`src/rtl/vc_arbiter_pkg.sv`:
```
// vc_arbiter_pkg: shared encodings and default widths for the VC arbiter.
// Holds the arb_state encoding and the word/destination/counter defaults.
package vc_arbiter_pkg;

   localparam int DATA_W_DEF     = 6;
   localparam int DEST_BIT_DEF   = 4;
   localparam int MAX_CONSEC_DEF = 3;
   localparam int CNT_W_DEF      = 2;

   typedef enum logic [1:0] {
      ARB_IDLE    = 2'b00,
      ARB_GNT0    = 2'b01,
      ARB_GNT1    = 2'b10,
      ARB_BLOCKED = 2'b11
   } arb_state_e;

endpackage

```
`src/rtl/vc_arbiter_starve_counter.sv`:
```
// vc_arbiter_starve_counter: saturating count of VC0 wins while VC1 waits.
// Ports: clk, reset (sync, high), inc_i, clr_i (clr wins), sat_o at MAX.
module vc_arbiter_starve_counter
   import vc_arbiter_pkg::*;
#(
   parameter int CNT_W = CNT_W_DEF,
   parameter int MAX   = MAX_CONSEC_DEF
) (
   input  logic clk,
   input  logic reset,
   input  logic inc_i,
   input  logic clr_i,
   output logic sat_o
);

   localparam logic [CNT_W-1:0] MaxVal = CNT_W'(MAX);

   logic [CNT_W-1:0] cnt_q;
   logic [CNT_W-1:0] cnt_d;

   always_comb begin
      cnt_d = cnt_q;
      if (clr_i) begin
         cnt_d = '0;
      end else if (inc_i && !sat_o) begin
         cnt_d = cnt_q + CNT_W'(1);
      end
   end

   assign sat_o = (cnt_q == MaxVal);

   always_ff @(posedge clk) begin
      if (reset) begin
         cnt_q <= '0;
      end else begin
         cnt_q <= cnt_d;
      end
   end

endmodule

```
`src/rtl/vc_arbiter.sv`:
```
// vc_arbiter: moves VC0/VC1 head words into D0/D1 with VC0 priority,
// anti-starvation for VC1, per-word routing and almost-full backpressure.
// Ports: enable gates grants; vcN_* FWFT heads; dK_almost_full backpressure;
// vcN_pop combinational; dK_push/dK_data, arb_state, arb_idle registered.
module vc_arbiter
   import vc_arbiter_pkg::*;
#(
   parameter int DATA_W     = DATA_W_DEF,
   parameter int DEST_BIT   = DEST_BIT_DEF,
   parameter int MAX_CONSEC = MAX_CONSEC_DEF,
   parameter int CNT_W      = CNT_W_DEF
) (
   input  logic              clk,
   input  logic              reset,
   input  logic              enable,
   input  logic              vc0_empty,
   input  logic              vc1_empty,
   input  logic [DATA_W-1:0] vc0_data,
   input  logic [DATA_W-1:0] vc1_data,
   input  logic              d0_almost_full,
   input  logic              d1_almost_full,
   output logic              vc0_pop,
   output logic              vc1_pop,
   output logic              d0_push,
   output logic              d1_push,
   output logic [DATA_W-1:0] d0_data,
   output logic [DATA_W-1:0] d1_data,
   output logic [1:0]        arb_state,
   output logic              arb_idle
);

   logic dest0;
   logic dest1;
   logic elig0;
   logic elig1;
   logic sat;
   logic gnt0;
   logic gnt1;
   logic any_gnt;

   logic              win_dest;
   logic [DATA_W-1:0] win_word;

   logic              push0_q, push0_d;
   logic              push1_q, push1_d;
   logic [DATA_W-1:0] data0_q, data0_d;
   logic [DATA_W-1:0] data1_q, data1_d;
   arb_state_e        state_q, state_d;
   logic              idle_q, idle_d;

   // A VC is eligible only if the FIFO its head word targets has room.
   assign dest0 = vc0_data[DEST_BIT];
   assign dest1 = vc1_data[DEST_BIT];

   assign elig0 = !vc0_empty &&
                  !(dest0 ? d1_almost_full : d0_almost_full);
   assign elig1 = !vc1_empty &&
                  !(dest1 ? d1_almost_full : d0_almost_full);

   // VC1 wins when VC0 cannot go or VC0 has used up its run.
   always_comb begin
      gnt0 = 1'b0;
      gnt1 = 1'b0;
      if (enable && !reset) begin
         if (elig1 && (!elig0 || sat)) begin
            gnt1 = 1'b1;
         end else if (elig0) begin
            gnt0 = 1'b1;
         end
      end
   end

   assign any_gnt = gnt0 | gnt1;
   assign vc0_pop = gnt0;
   assign vc1_pop = gnt1;

   assign win_word = gnt1 ? vc1_data : vc0_data;
   assign win_dest = gnt1 ? dest1 : dest0;

   vc_arbiter_starve_counter #(
      .CNT_W (CNT_W),
      .MAX   (MAX_CONSEC)
   ) u_starve (
      .clk   (clk),
      .reset (reset),
      .inc_i (gnt0 && !vc1_empty),
      .clr_i (gnt1 || vc1_empty),
      .sat_o (sat)
   );

   always_comb begin
      push0_d = 1'b0;
      push1_d = 1'b0;
      data0_d = data0_q;
      data1_d = data1_q;
      if (any_gnt) begin
         if (win_dest) begin
            push1_d = 1'b1;
            data1_d = win_word;
         end else begin
            push0_d = 1'b1;
            data0_d = win_word;
         end
      end
   end

   always_comb begin
      state_d = ARB_IDLE;
      unique case (1'b1)
         gnt0:    state_d = ARB_GNT0;
         gnt1:    state_d = ARB_GNT1;
         default: begin
            if (enable && (!vc0_empty || !vc1_empty)) begin
               state_d = ARB_BLOCKED;
            end
         end
      endcase
   end

   assign idle_d = vc0_empty && vc1_empty && !any_gnt;

   always_ff @(posedge clk) begin
      if (reset) begin
         push0_q <= 1'b0;
         push1_q <= 1'b0;
         data0_q <= '0;
         data1_q <= '0;
         state_q <= ARB_IDLE;
         idle_q  <= 1'b1;
      end else begin
         push0_q <= push0_d;
         push1_q <= push1_d;
         data0_q <= data0_d;
         data1_q <= data1_d;
         state_q <= state_d;
         idle_q  <= idle_d;
      end
   end

   assign d0_push   = push0_q;
   assign d1_push   = push1_q;
   assign d0_data   = data0_q;
   assign d1_data   = data1_q;
   assign arb_state = state_q;
   assign arb_idle  = idle_q;

endmodule

```
`config.mk`:
```
export PLATFORM = sky130hd
export DESIGN_NAME = vc_arbiter
export DESIGN_NICKNAME = d
export VERILOG_FILES = /design/src/rtl/vc_arbiter_pkg.sv /design/src/rtl/vc_arbiter_starve_counter.sv /design/src/rtl/vc_arbiter.sv
export SDC_FILE = /design/constraint.sdc
export NUM_CORES = 1
export LEC_CHECK = 0
export CORE_ASPECT_RATIO = 1.4
export CORE_UTILIZATION = 40
export DETAILED_ROUTE_END_ITERATION = 7
export MAX_ROUTING_LAYER = met4
export PLACE_DENSITY = 0.83
export SKIP_LAST_GASP = 1
export SYNTH_ARGS = -nofsm -noshare
export SYNTH_HDL_FRONTEND = slang
export SYNTH_HIERARCHICAL = 1
export SYNTH_SLANG_ARGS = --single-unit
```
`constraint.sdc`:
```
create_clock -name clk -period 2.5 [get_ports clk]
set_clock_uncertainty 0.15 [all_clocks]
set_input_delay 0.5 -clock clk [delete_from_list [all_inputs] [get_ports clk]]
set_output_delay 0.5 -clock clk [all_outputs]
set_load 0.02 [all_outputs]
```
==> reports/metrics.csv <==
metric;value;unit
Comb pwr share;26.3;%
Synth async-reset ratio;0;%
first-pass GRT wire length;4220;um
IO Count;38;
Inserted Clock Buffers;3;
initial antenna violation count;0;
Ys Warns;6;
Synth area leader;dfxtp_1;
count leader, synth;dfxtp_1;
most frequent CP cell;buf_4;
Hold Fails Final Rpt;0;
CTS tree;yes;
sw frac;27.2;%
std cell rows;20;
Placer Congestion;0.868;
chip width;42.7;um
most frequent cells after synthesis;dfxtp_1 (19), nor2_1 (15), nor3_1 (13);
die area;2520;sq um
crit path cell chain;clkdlybuf4s50_1, buf_4, mux2i_1, and2_1, nor3_2, buf_4;
Max Slew Vio Count;0;
fin cells;184;
Die H;59.0;um
leakage;0.610;nW
Cell Int Power;0.468;mW
post-CTS setup buffers;0;
Main synth FF type;dfxtp_1;
Seq/Total Area, Yosys;41.0;%
post-DP HPWL;1990;um
Worst VDD drop;0.000321;V
Hold Buf Count CTS;0;
Crit path required time;1.85;ns
Worst-path clk slew;0.10;ns
Maximum Capacitance Violations;0;
Least-Margin Pin Slew;0.304;ns
CTS max path bufs;2;
Hold Path Class;reg2reg;
post-route cell area;1500;sq um
Total Wirelength;2500;um
fin crit share;98.0;%
hold_sp;d0_data[4];
crit path DAT;1.80;ns
drt pass-1 iters;3;
Mapped Cells;103;
CP max stage delay;0.51;ns
initial core utilization;42.6;%
Psw;0.175;mW
DRT iter0 DRCs;13;
flops & latches, synth;19;
Max FO, Critical Path;3;
Max Fclk;0.408;GHz
CP max-delay cell;clkdlybuf4s50_1;
Area after DPL;1460;sq um
origin of the worst setup path;vc1_data[4];
Synth Net Count;123;
largest net degree at the start of global routing;17;
diode count;0;
Area contributors post-synth;dfxtp_1 (41%), a211oi_1 (8.1%), nor3_1 (7.0%), nor2_1 (6.1%), and3_1 (3.4%);
Setup CP Type;in2out;
syn_area_per_cell;9.00;sq um
Antenna Nets Post-Route;0;
vias in the first global route;990;
Clock Power Share;23.7;%
Port-buffer cells;37;
final setup violation count;0;
Sequential Power Share;50.0;%
number of synthesized flops with an enable pin;0;
CP Capture Type;primary output;
area grow syn2layout;61.8;%
pwr dens;429;nW/um^2
FF-to-FF Start;u_starve/cnt_q[0];
Setup TNS;0;ns
Cells after DPL;180;
layout cell share with drive strength beyond 1;23.5;%
DRC Markers;0;
clk_lat worst skew;0.30;ns
drt wl/cell;13.6;um
Final min period;2.45;ns
final core occ;68.9;%
Total Routing Usage GR;23.1;%
Yosys cell types;31;
Nets;183;
H-tree depth;1;
Core Box Area;2180;sq um
setup slack, reg-to-reg;0.51;ns
status;finished, final reports clean;
CTS root buf;clkbuf_4;
netlist area before placement;927;sq um
unrepaired setup endpoints after global routing;no;
GRT overflow;0;
post-synth top area share;41.0;%
Pwr Total;0.644;mW
via count;1004;
crit start category;primary input;
drt via density;5.46;
Sink Count;19;
max_slew headroom;79.6;%
[final cells by class]
cell class	instances	area, sq um
sequential	19	380
fill	188	677
timing repair buffer	57	518
inverter	2	7.51
tap	22	27.5
multi-input combinational	80	541
clock buffer	4	26.3
[path summary, 6_finish.rpt]
path                endpoint  cells after the start
hold reg to reg   d0_data[4]                      1
hold / removal    d0_data[4]                      1
setup reg to reg  d1_data[3]                      7
setup / recovery     vc0_pop                      6
[power by group through the flow]
stage / Combinational (mW) / Clock, mW / Sequential, mW
2_1_floorplan: 0.0533 / 0 / 0.345
3_3_place_gp: 0.162 / 0 / 0.328
3_5_place_dp: 0.166 / 0 / 0.329
4_1_cts: 0.166 / 0.156 / 0.322
5_1_grt: 0.184 / 0.170 / 0.323
6_report: 0.170 / 0.152 / 0.322
[critical path: cells and delay by family]
kind / cells / cell delay (ns)
simple gates: 2 / 0.23
mux: 1 / 0.24
buf+inv: 3 / 0.83
[through the flow]
step           hold slack, ns  setup slack (ns)
2_1_floorplan           0.350             0.199
3_3_place_gp            0.306            -0.408
3_5_place_dp            0.325            -0.467
4_1_cts                 0.339           -0.0266
5_1_grt                 0.362          0.000292
6_report                0.335            0.0509
[layer usage]
layer  part of all wire [%]  vias to the layer above  GRT usage, %
li1                       -                      490             -
met1                     39                      463          22.9
met2                     51                       41          40.7
met3                    5.8                       10          4.60
met4                    4.0                        0          14.3
met5                      0                        -             -
[cell usage in the layout, fill, tap and decap left out]
| cell type | netlist | routed |
|---|---|---|
| and2_1 | 1 | 1 |
| nor2_1 | 15 | 15 |
| nor3_2 | 2 | 3 |
| nand2_2 | 1 | 1 |
| clkdlybuf4s50_1 | 0 | 34 |
| a21oi_1 | 3 | 3 |
| nor4_1 | 1 | 1 |
| a211oi_1 | 10 | 10 |
| dlymetal6s2s_1 | 0 | 1 |
| and3_1 | 5 | 5 |
| o21ai_0 | 1 | 1 |
| a41o_1 | 1 | 1 |
| ha_1 | 1 | 1 |
| mux2i_1 | 3 | 3 |
| inv_1 | 2 | 2 |
| dfxtp_1 | 19 | 19 |
| nor3_1 | 13 | 12 |
| nand2b_1 | 5 | 5 |
| o21a_2 | 1 | 1 |
| mux2_4 | 0 | 1 |
| nor2_4 | 1 | 1 |
| a21oi_4 | 0 | 1 |
| o21a_1 | 1 | 1 |
| xnor2_1 | 1 | 1 |
| or2b_1 | 1 | 1 |
| clkbuf_4 | 0 | 3 |
| clkbuf_1 | 1 | 1 |
| buf_4 | 0 | 22 |
| nand2_1 | 2 | 2 |
| nor3b_1 | 1 | 1 |
| nor2b_1 | 3 | 3 |
| o21ai_2 | 2 | 2 |
| a211oi_2 | 2 | 2 |
| nor2b_4 | 1 | 1 |
[sequential cells by signal, summed over array words and instances (netlist names)]
register / count
arb_idle: 1
arb_state: 2
d0_data: 6
d0_push: 1
d1_data: 6
d1_push: 1
u_starve/cnt_q: 2
[repair_timing]
| action | CTS | global route |
|---|---|---|
| endpoints found under the setup margin | 2 | 3 |
| gates resized for setup | 9 | 6 |
| cloned | 0 | 0 |
[logic make-up after synthesis]
logic type / Yosys count / share of synthesized area [%]
compound gates: 22 / 18.6
xor+xnor: 1 / 0.945
fa+ha+maj: 1 / 1.35
buf+inv: 4 / 2.43
flops: 19 / 41.0
mux: 4 / 4.45
simple gates: 52 / 31.2
No activity file was read; power rests on OpenSTA's default activity.
